`src/rtl/ball_pkg.sv`:
```
// Shared encodings and screen defaults for the ball motion block.
package ball_pkg;

    localparam logic DIR_RIGHT = 1'b0;
    localparam logic DIR_LEFT  = 1'b1;
    localparam logic DIR_DOWN  = 1'b0;
    localparam logic DIR_UP    = 1'b1;

    localparam int DEF_X_RES = 1024;
    localparam int DEF_Y_RES = 768;

    typedef enum logic [1:0] {
        ST_IDLE = 2'd0,
        ST_MOVE = 2'd1,
        ST_MISS = 2'd2
    } state_t;

endpackage

```
`src/rtl/tick_gen.sv`:
```
// Motion prescaler: one-cycle o_tick every TICK_DIV cycles of i_run; i_reload restarts the interval.
module tick_gen #(
    parameter int TICK_DIV = 1_000_000
) (
    input  logic pclk,
    input  logic reset,
    input  logic i_run,
    input  logic i_reload,
    output logic o_tick
);
    localparam int            CW   = $clog2(TICK_DIV);
    localparam logic [CW-1:0] LOAD = CW'(TICK_DIV - 1);

    logic [CW-1:0] r_cnt;

    assign o_tick = i_run && (r_cnt == '0);

    always_ff @(posedge pclk) begin
        if (reset || i_reload) begin
            r_cnt <= LOAD;
        end else if (i_run) begin
            r_cnt <= (r_cnt == '0) ? LOAD : r_cnt - 1'b1;
        end
    end

endmodule

```
`src/rtl/ball_motion_xy.sv`:
```
// 2-D ball motion: steps the centre once per tick, bounces off top/bottom, reflects on
// collision flags, and pulses a miss when the ball clamps against the left or right wall.
module ball_motion_xy
    import ball_pkg::*;
#(
    parameter int W        = 12,
    parameter int X_RES    = DEF_X_RES,
    parameter int Y_RES    = DEF_Y_RES,
    parameter int BALL_R   = 10,
    parameter int TICK_DIV = 1_000_000,
    parameter int STEP_MAX = 4,
    parameter int X_START  = 512,
    parameter int Y_START  = 30
) (
    input  logic         pclk,
    input  logic         reset,
    input  logic         i_enable,
    input  logic         i_serve,
    input  logic         i_serve_dir,
    input  logic         i_coll_x,
    input  logic         i_coll_y,
    output logic [W-1:0] o_x_pos,
    output logic [W-1:0] o_y_pos,
    output logic         o_moving,
    output logic         o_miss_l,
    output logic         o_miss_r
);
    localparam logic [W-1:0] X_LO   = W'(BALL_R);
    localparam logic [W-1:0] X_HI   = W'(X_RES - 1 - BALL_R);
    localparam logic [W-1:0] Y_LO   = W'(BALL_R);
    localparam logic [W-1:0] Y_HI   = W'(Y_RES - 1 - BALL_R);
    localparam logic [W-1:0] X_INIT = W'(X_START);
    localparam logic [W-1:0] Y_INIT = W'(Y_START);
    localparam logic [W-1:0] S_MAX  = W'(STEP_MAX);

    // Returns {wall_hit, new_pos}; DIR_DOWN and DIR_RIGHT share the incrementing encoding.
    function automatic logic [W:0] axis_move(input logic [W-1:0] pos, input logic [W-1:0] stp,
                                             input logic dir, input logic [W-1:0] lo,
                                             input logic [W-1:0] hi);
        if (dir == DIR_DOWN) begin
            if (({1'b0, pos} + {1'b0, stp}) >= {1'b0, hi}) return {1'b1, hi};
            return {1'b0, pos + stp};
        end
        if ({1'b0, pos} <= ({1'b0, lo} + {1'b0, stp})) return {1'b1, lo};
        return {1'b0, pos - stp};
    endfunction

    state_t       r_state, w_state_nxt;
    logic [W-1:0] r_x, r_y, w_x_nxt, w_y_nxt;
    logic [W-1:0] r_step, w_step_nxt, w_step_use;
    logic         r_dir_x, r_dir_y, w_dir_x_nxt, w_dir_y_nxt;
    logic         r_pend_x, r_pend_y, w_pend_x_nxt, w_pend_y_nxt;
    logic         r_moving, r_miss_l, r_miss_r, w_miss_l_nxt, w_miss_r_nxt;
    logic         w_run, w_reload, w_tick, w_px, w_py, w_dx_alt, w_dy_alt;
    logic [W:0]   w_x_orig, w_x_alt, w_y_orig, w_y_alt;

    assign w_run    = i_enable && (r_state == ST_MOVE);
    assign w_reload = (r_state == ST_IDLE) && i_serve;

    tick_gen #(.TICK_DIV(TICK_DIV)) u_tick (
        .pclk     (pclk),
        .reset    (reset),
        .i_run    (w_run),
        .i_reload (w_reload),
        .o_tick   (w_tick)
    );

    // A pulse on the tick cycle itself is consumed by that tick rather than lost.
    assign w_px       = r_pend_x | i_coll_x;
    assign w_py       = r_pend_y | i_coll_y;
    assign w_step_use = (w_px && (r_step < S_MAX)) ? r_step + 1'b1 : r_step;
    assign w_dx_alt   = r_dir_x ^ w_px;
    assign w_dy_alt   = r_dir_y ^ w_py;
    // Wall check in the original direction takes precedence over a pending reflection.
    assign w_x_orig   = axis_move(r_x, w_step_use, r_dir_x, X_LO, X_HI);
    assign w_x_alt    = axis_move(r_x, w_step_use, w_dx_alt, X_LO, X_HI);
    assign w_y_orig   = axis_move(r_y, w_step_use, r_dir_y, Y_LO, Y_HI);
    assign w_y_alt    = axis_move(r_y, w_step_use, w_dy_alt, Y_LO, Y_HI);

    always_comb begin
        w_state_nxt  = r_state;
        w_x_nxt      = r_x;
        w_y_nxt      = r_y;
        w_step_nxt   = r_step;
        w_dir_x_nxt  = r_dir_x;
        w_dir_y_nxt  = r_dir_y;
        w_pend_x_nxt = r_pend_x;
        w_pend_y_nxt = r_pend_y;
        w_miss_l_nxt = 1'b0;
        w_miss_r_nxt = 1'b0;
        case (r_state)
            ST_IDLE: begin
                if (i_serve) begin
                    w_state_nxt = ST_MOVE;
                    w_dir_x_nxt = i_serve_dir ? DIR_LEFT : DIR_RIGHT;
                    w_step_nxt  = W'(1);
                end
            end
            ST_MOVE: begin
                if (i_enable && !w_tick) begin
                    w_pend_x_nxt = w_px;
                    w_pend_y_nxt = w_py;
                end else if (i_enable) begin
                    w_step_nxt   = w_step_use;
                    w_pend_x_nxt = 1'b0;
                    w_pend_y_nxt = 1'b0;
                    if (w_y_orig[W]) begin
                        w_y_nxt     = w_y_orig[W-1:0];
                        w_dir_y_nxt = (r_dir_y == DIR_DOWN) ? DIR_UP : DIR_DOWN;
                    end else begin
                        w_y_nxt     = w_y_alt[W-1:0];
                        w_dir_y_nxt = w_dy_alt ^ w_y_alt[W];
                    end
                    if (w_x_orig[W]) begin
                        w_x_nxt      = w_x_orig[W-1:0];
                        w_state_nxt  = ST_MISS;
                        w_miss_r_nxt = (r_dir_x == DIR_RIGHT);
                        w_miss_l_nxt = (r_dir_x == DIR_LEFT);
                    end else begin
                        w_x_nxt     = w_x_alt[W-1:0];
                        w_dir_x_nxt = w_dx_alt;
                        if (w_x_alt[W]) begin
                            w_state_nxt  = ST_MISS;
                            w_miss_r_nxt = (w_dx_alt == DIR_RIGHT);
                            w_miss_l_nxt = (w_dx_alt == DIR_LEFT);
                        end
                    end
                end
            end
            ST_MISS: begin
                w_state_nxt = ST_IDLE;
                w_x_nxt     = X_INIT;
                w_y_nxt     = Y_INIT;
            end
            default: w_state_nxt = ST_IDLE;
        endcase
    end

    always_ff @(posedge pclk) begin
        if (reset) r_state <= ST_IDLE;
        else       r_state <= w_state_nxt;
    end

    always_ff @(posedge pclk) begin
        if (reset) begin
            r_x      <= X_INIT;
            r_y      <= Y_INIT;
            r_step   <= W'(1);
            r_dir_x  <= DIR_RIGHT;
            r_dir_y  <= DIR_DOWN;
            r_pend_x <= 1'b0;
            r_pend_y <= 1'b0;
            r_moving <= 1'b0;
            r_miss_l <= 1'b0;
            r_miss_r <= 1'b0;
        end else begin
            r_x      <= w_x_nxt;
            r_y      <= w_y_nxt;
            r_step   <= w_step_nxt;
            r_dir_x  <= w_dir_x_nxt;
            r_dir_y  <= w_dir_y_nxt;
            r_pend_x <= w_pend_x_nxt;
            r_pend_y <= w_pend_y_nxt;
            r_moving <= (w_state_nxt == ST_MOVE);
            r_miss_l <= w_miss_l_nxt;
            r_miss_r <= w_miss_r_nxt;
        end
    end

    assign o_x_pos  = r_x;
    assign o_y_pos  = r_y;
    assign o_moving = r_moving;
    assign o_miss_l = r_miss_l;
    assign o_miss_r = r_miss_r;

endmodule

```
`config.mk`:
```
export PLATFORM = sky130hd
export DESIGN_NAME = ball_motion_xy
export DESIGN_NICKNAME = d
export VERILOG_FILES = /design/src/rtl/ball_pkg.sv /design/src/rtl/tick_gen.sv /design/src/rtl/ball_motion_xy.sv
export SDC_FILE = /design/constraint.sdc
export NUM_CORES = 1
export LEC_CHECK = 0
export ABC_CLOCK_PERIOD_IN_PS = 5050
export CAP_MARGIN = 20
export CORE_MARGIN = 2
export CORE_UTILIZATION = 32
export DETAILED_ROUTE_END_ITERATION = 10
export HOLD_SLACK_MARGIN = 0.03
export PLACE_DENSITY = 0.59
export SETUP_SLACK_MARGIN = 0.3
export SYNTH_ARGS = -nofsm -noshare
export SYNTH_HDL_FRONTEND = slang
export SYNTH_SLANG_ARGS = --single-unit
```
`constraint.sdc`:
```
create_clock -name pclk -period 5.05 [get_ports pclk]
set_input_delay 1.2625 -clock pclk [delete_from_list [all_inputs] [get_ports pclk]]
set_output_delay 1.2625 -clock pclk [all_outputs]
set_load 0.01 [all_outputs]
```
==> flow_metrics.env, run 1 <==
export IMPL_grt_max_degree=18
export IMPL_crit_cells=21
export IMPL_regArea_um2=1301
export IMPL_root_buffer="clkbuf_16"
export IMPL_p_per_area_nw_per_um2=178.4
export IMPL_syn2layout_area_growth_pct=34.40
export IMPL_synth_ff_type="dfxtp_1"
export IMPL_vias=6151
export IMPL_clock_sinks=65
export IMPL_finalWeightedCongestion=0.9305
export IMPL_die_area_um2=19750
export IMPL_dieHeight_um=140.5
export IMPL_r2r_slack_ns=0.38
export IMPL_synth_edf_count=0
export IMPL_cts_clk_slew_worst_paths_ns=0.06
export IMPL_fill_cells=1809
export IMPL_clk_latency_ns=0.35
export IMPL_preCtsSetupSlack_ns=-0.7036
export IMPL_fp_dieW_um=140.5
export IMPL_crit_path_start_kind="input port"
export IMPL_setup_tns_ns=0
export IMPL_layout_commonest_cell="buf_4"
export IMPL_critical_path_cell_chain="buf_8, nor2_4, or4_4, inv_2, and2_4, mux2i_4, inv_2, buf_6, ha_4, o21ai_4, xnor2_2, ha_2, o21a_1, o211ai_1, o31a_1, or4_4, buf_6, nor3b_2, o31a_1, o22a_1, a211oi_2"
export IMPL_vias_per_cell=5.458
export IMPL_diodes=0
export IMPL_arrival_ns=4.97
export IMPL_yosysWarnings=0
export IMPL_synth_area_top_cells="dfxtp_1, ha_1, xnor2_1"
export IMPL_power_w=0.001431
export IMPL_cts_inserted_buffers=9
export IMPL_drt_iter0_markers=326
export IMPL_avgSynthCellArea_um2=7.658
export IMPL_multiInputGateArea_um2=4747
export IMPL_dr_pass1_iters=5
export IMPL_crit_buf_inv=5
export IMPL_overflow=0
export IMPL_synth_nets=861
export IMPL_crit_family="simple AND/OR/NAND/NOR gates"
export IMPL_hold_path_class="reg -> reg"
export IMPL_most_common_layout_cells="buf_4, ha_1, nand2_1, dfxtp_1, nor2_1"
export IMPL_max_freq_mhz=210.3
export IMPL_grt_util_all_layers=0.1982
export IMPL_rows=49
export IMPL_endpoint_kind="register"
export IMPL_io_buffers=33
export IMPL_setup_viol=0
export IMPL_dp_cells=1093
export IMPL_antenna_found_initial=0
export IMPL_htree_levels=3
export IMPL_synth_top_cell_area_share=0.2181
export IMPL_ant_nets=0
export IMPL_status="finished, final reports clean"
export IMPL_finalClockSkew_ns=0.01037
export IMPL_r2r_start="r_step[6]"
export IMPL_p_leak_nw=3.369
export IMPL_async_flop_share=0
export IMPL_start_util=0.3287
export IMPL_slowest_stage="or4_4"
export IMPL_critical_path_class="in -> reg"
export IMPL_synth_seq_area_share=0.2181
export IMPL_relSlewSlack=0.4327
export IMPL_crit_start="i_coll_x"
export IMPL_drc=0
export IMPL_worst_pin_slew_ns=0.8481
export IMPL_wl_per_cell_um=17.40
export IMPL_ctsHoldBuffers=0
export IMPL_synth_cell_types=68
export IMPL_nets=975
export IMPL_dp_hpwl_um=14860
export IMPL_cts_tree="yes"
export IMPL_ir_worst_vdd_uv=184.1
export IMPL_path_max_fanout=6
export IMPL_rsz0062_at_grt="true"
export IMPL_wl_um=19610
export IMPL_drv_slew=0
export IMPL_synth_area_um2=5966
export IMPL_max_cap_violations=0
export IMPL_min_path_cells=2
export IMPL_instances_no_fill=1127
export IMPL_hold_viol_final=0
export IMPL_period_needed_ns=4.756
export IMPL_setup_slack_ns=0.2945
export IMPL_syn_inst=779
export IMPL_core_region_area_um2=18150
export IMPL_grt_pass1_wl_um=31420
export IMPL_worstReg2RegEnd="o_x_pos[3]"
export IMPL_drive_above_1_share=0.2383
export IMPL_slowest_delay_ns=0.63
export IMPL_grt_pass1_vias=5807
export IMPL_yosys_area_top_type="dfxtp_1"
export IMPL_max_clock_path_buffers=2
export IMPL_crit_end="o_x_pos[3]"
export IMPL_r2r_cells=20
export IMPL_synth_seq_cells=65
export IMPL_ios=34
export IMPL_fin_util=0.4418
export IMPL_cp_data_required_time_ns=5.27
export IMPL_min_period_over_period=0.9417
-- cells in the mapped netlist, drive strengths merged (7+ instances only) --
library cell / n
a211oi: 12
a21o: 14
a21oi: 63
a31oi: 7
and2: 10
and3: 8
clkbuf: 43
dfxtp: 65
ha: 71
inv: 37
nand2: 67
nand2b: 15
nand3: 22
nor2: 64
nor3: 31
nor4: 10
o21ai: 47
o21bai: 11
o31ai: 7
or3: 10
or4: 8
xnor2: 39
xor2: 12
-- flip-flops by register name, indices dropped and copies added, names as in the netlist --
register,count
u_tick.r_cnt,20
o_x_pos,12
o_y_pos,12
r_step,12
r_state,2
o_miss_l,1
o_miss_r,1
o_moving,1
r_dir_x,1
r_dir_y,1
r_pend_x,1
r_pend_y,1
-- metal layers --
layer,GRT usage,routed length [µm],vias up
met4,0.06263,430,0
met2,0.3093,8736,169
met1,0.2807,9566,2892
met3,0.03111,874,37
li1,-,-,3053
met5,0,0,-
-- layout make-up --
| cell class | instances | area share |
|---|---|---|
| Clock buffer | 9 | 0.02809 |
| Inverter | 38 | 0.01779 |
| Tap cell | 229 | 0.03574 |
| Multi-Input combinational cell | 631 | 0.5921 |
| Timing Repair Buffer | 148 | 0.1536 |
| Clock inverter | 7 | 0.01046 |
| Sequential cell | 65 | 0.1623 |
-- cell families (layout without fill, tap and decap cells) --
logic type / after synthesis / after routing / synth area share
xor gates and xnor gates: 51 / 51 / 0.07487
AOI/OAI and AO/OA: 229 / 229 / 0.2563
buffers and inverters: 83 / 202 / 0.05264
and+or+nand+nor: 270 / 270 / 0.2257
DFF: 65 / 65 / 0.2181
adders and majority gates: 75 / 75 / 0.1623
muxes: 6 / 6 / 0.01007
-- where the power goes --
group / internal, W / switching [W]
Combinational: 0.000112 / 0.000126
Clock: 0.000393 / 0.000279
Sequential: 0.000516 / 0.00000491
-- worst min path at each step --
stage | startpoint | to
after detailed placement | u_tick.r_cnt[16] | u_tick.r_cnt[16]
after global placement | u_tick.r_cnt[3] | u_tick.r_cnt[3]
after floorplan | u_tick.r_cnt[16] | u_tick.r_cnt[16]
after global routing | u_tick.r_cnt[16] | u_tick.r_cnt[16]
after CTS | u_tick.r_cnt[16] | u_tick.r_cnt[16]
final | u_tick.r_cnt[16] | u_tick.r_cnt[16]
-- tightest hold or removal path: stages, from the launching register on --
cell     delay, ns
dfxtp_1       0.33
xor2_1        0.07
nand2_1       0.06
-- through the flow --
| stage | cell area (µm²) | hold WS, ns |
|---|---|---|
| 6_report | 8018 | 0.4821 |
| 5_1_grt | 8018 | 0.5264 |
| 4_1_cts | 7679 | 0.4862 |
| 3_5_place_dp | 7222 | 0.4706 |
| 3_3_place_gp | 7222 | 0.4687 |
| 2_1_floorplan | 6047 | 0.4514 |
-- repair_timing --
item	in CTS	in global routing
pin swaps	20	35
endpoints found under the setup margin	31	31
resized for setup	25	71
gates cloned	0	1
setup buffers	9	8
Power figures use the tool's default switching activity.
==> run 2: changes to the inputs <==
--- a/config.mk
+++ b/config.mk
@@ -9,10 +9,12 @@
 export CAP_MARGIN = 20
 export CORE_MARGIN = 2
 export CORE_UTILIZATION = 32
+export CTS_CLUSTER_SIZE = 28
 export DETAILED_ROUTE_END_ITERATION = 10
 export HOLD_SLACK_MARGIN = 0.03
 export PLACE_DENSITY = 0.59
 export SETUP_SLACK_MARGIN = 0.3
+export SLEW_MARGIN = 10
 export SYNTH_ARGS = -nofsm -noshare
 export SYNTH_HDL_FRONTEND = slang
 export SYNTH_SLANG_ARGS = --single-unit
==> results of run 2 <==
Same layout as run 1: the final DEF is identical, and so are final timing and power.
==> RTL change: new RTL, flow settings as in run 1 <==
Make the reset (`reset`) asynchronous in 2 clocked blocks.
--- a/src/rtl/ball_motion_xy.sv
+++ b/src/rtl/ball_motion_xy.sv
@@ -137,10 +137,10 @@
     end
 
-    always_ff @(posedge pclk) begin
+    always_ff @(posedge pclk or posedge reset) begin
         if (reset) r_state <= ST_IDLE;
         else       r_state <= w_state_nxt;
     end
 
-    always_ff @(posedge pclk) begin
+    always_ff @(posedge pclk or posedge reset) begin
         if (reset) begin
             r_x      <= X_INIT;
Behaviour: differs if reset is asserted again (counterexample within 4 cycles, from zero or initial values and one cycle with reset high); with reset held inactive, the same outputs for 10 cycles.
==> RTL change against run 1 <==
Critical path depth is 3 lower; setup slack improved by 0.31 ns; die area up 0.65%; synthesized area up 0.67%; routed wire length fell by 9.4%; total power rose by 13%; non-clock buffer count fell by 42; cell area down 5.4%; global-route usage down 1.8 points; sequential cell count unchanged.
==> RTL change: results (changes against run 1) <==
yosys:
  async_flop_share_pct: 69.23  # was 0%
  syn_nets: 838  # was 861
  synth_common_cells: "nor2_1 (78), ha_1 (71), nand2_1 (62), o21ai_0 (62), a21oi_1 (54)"  # was ha_1 (71), nand2_1 (67), dfxtp_1 (65), nor2_1 (64), a21oi_1 (63)
  ys_seq_area_share_pct: 25.54  # was 21.81%
  syn_avg_cell_area_sq_um: 7.944  # was 7.658 sq um
finish:
  drive_gt1_share_pct: 17.02  # was 23.83%
  bufAreaShareNonClock_pct: 11.96  # was 15.36%
  inv_count: 46  # was 38
  final_cells: 1074  # was 1127
  nets: 917  # was 975
  areaGrowthSynthToFinish_pct: 26.33  # was 34.40%
  nMultiInputCombCells: 607  # was 631
pwr:
  power.leakage_nw: 3.230  # was 3.369 nW
  peakVddDrop_mv: 0.1553  # was 0.1841 mV
  design_power_total_mw: 1.615  # was 1.431 mW
  p_seq_share_pct: 33.9  # was 36.4%
  switching_share_pct: 29.55  # was 28.64%
  pg_comb_mw: 0.399  # was 0.238 mW
routing:
  wl_met1_um: 8383  # was 9566 um
  wl_um: 17770  # was 19610 um
  drt-initial-drc-count: 377  # was 326
  vias_per_cell: 5.385  # was 5.458
  wl_met2_um: 8211  # was 8736 um
  dr_wl_met3_um: 992  # was 874 um
sta:
  timing.fmax_mhz: 225.2  # was 210.3 MHz
  worstMarginPinSlew_ns: 0.7402  # was 0.8481 ns
placement:
  dp_cells: 1049  # was 1093
  dp_hpwl_um: 13740  # was 14860 um
  dp_worst_setup_slack_ns: -0.1424  # was -0.7036 ns
  placed_cell_area_sq_um: 7033  # was 7222 sq um
critical_path:
  rr_startpoint: "r_step[6]"  # unchanged
  cp-endpoint: "o_x_pos[8]"  # was o_x_pos[3]
  reg2reg_depth: 19  # was 20
  crit_fanout: 5  # was 6
  r2r-end: "o_y_pos[8]"  # was o_x_pos[3]
  rrSetupSlack_ns: 0.69  # was 0.38 ns
min_path:
  worstHoldStart: "u_tick.r_cnt[4]"  # was u_tick.r_cnt[16]
  holdPathEnd: "u_tick.r_cnt[4]"  # was u_tick.r_cnt[16]
cts:
  cts_resized: 11  # was 25
global_route:
  gr-usage-all-layers_pct: 18.05  # was 19.82%
  grt_pass1_vias: 5531  # was 5807
outcome:
  status: "completed"  # unchanged
[RTL change: critical path, stage by stage]
cell and delay [ns]:
dlymetal6s2s_1 0.14, or2_4 0.24, nand4_1 0.10, buf_6 0.14, inv_1 0.05, a21oi_2 0.14
inv_1 0.10, ha_1 0.36, o21ai_1 0.12, o211ai_1 0.19, nand3_1 0.13, a21oi_1 0.34
xnor2_1 0.19, a2111oi_4 0.43, nand2b_2 0.25, buf_4 0.17, nor3b_1 0.07, o31ai_1 0.24
[RTL change: logic make-up after synthesis]
logic type               synth area share (%)
flip-flops                              25.54
XOR/XNOR                                7.729
buffers and inverters                   5.437
AND/OR/NAND/NOR                         19.94
multiplexers                           0.5208
adder cells (fa/ha/maj)                 16.13
AO/OA/AOI/OAI                           24.71
[RTL change: routing by layer]
metal  up-vias  track usage [%]
li1       2873                -
met1      2732            24.68
met2       164            29.17
met3        14            3.736
met4         0            4.632
met5         -                0
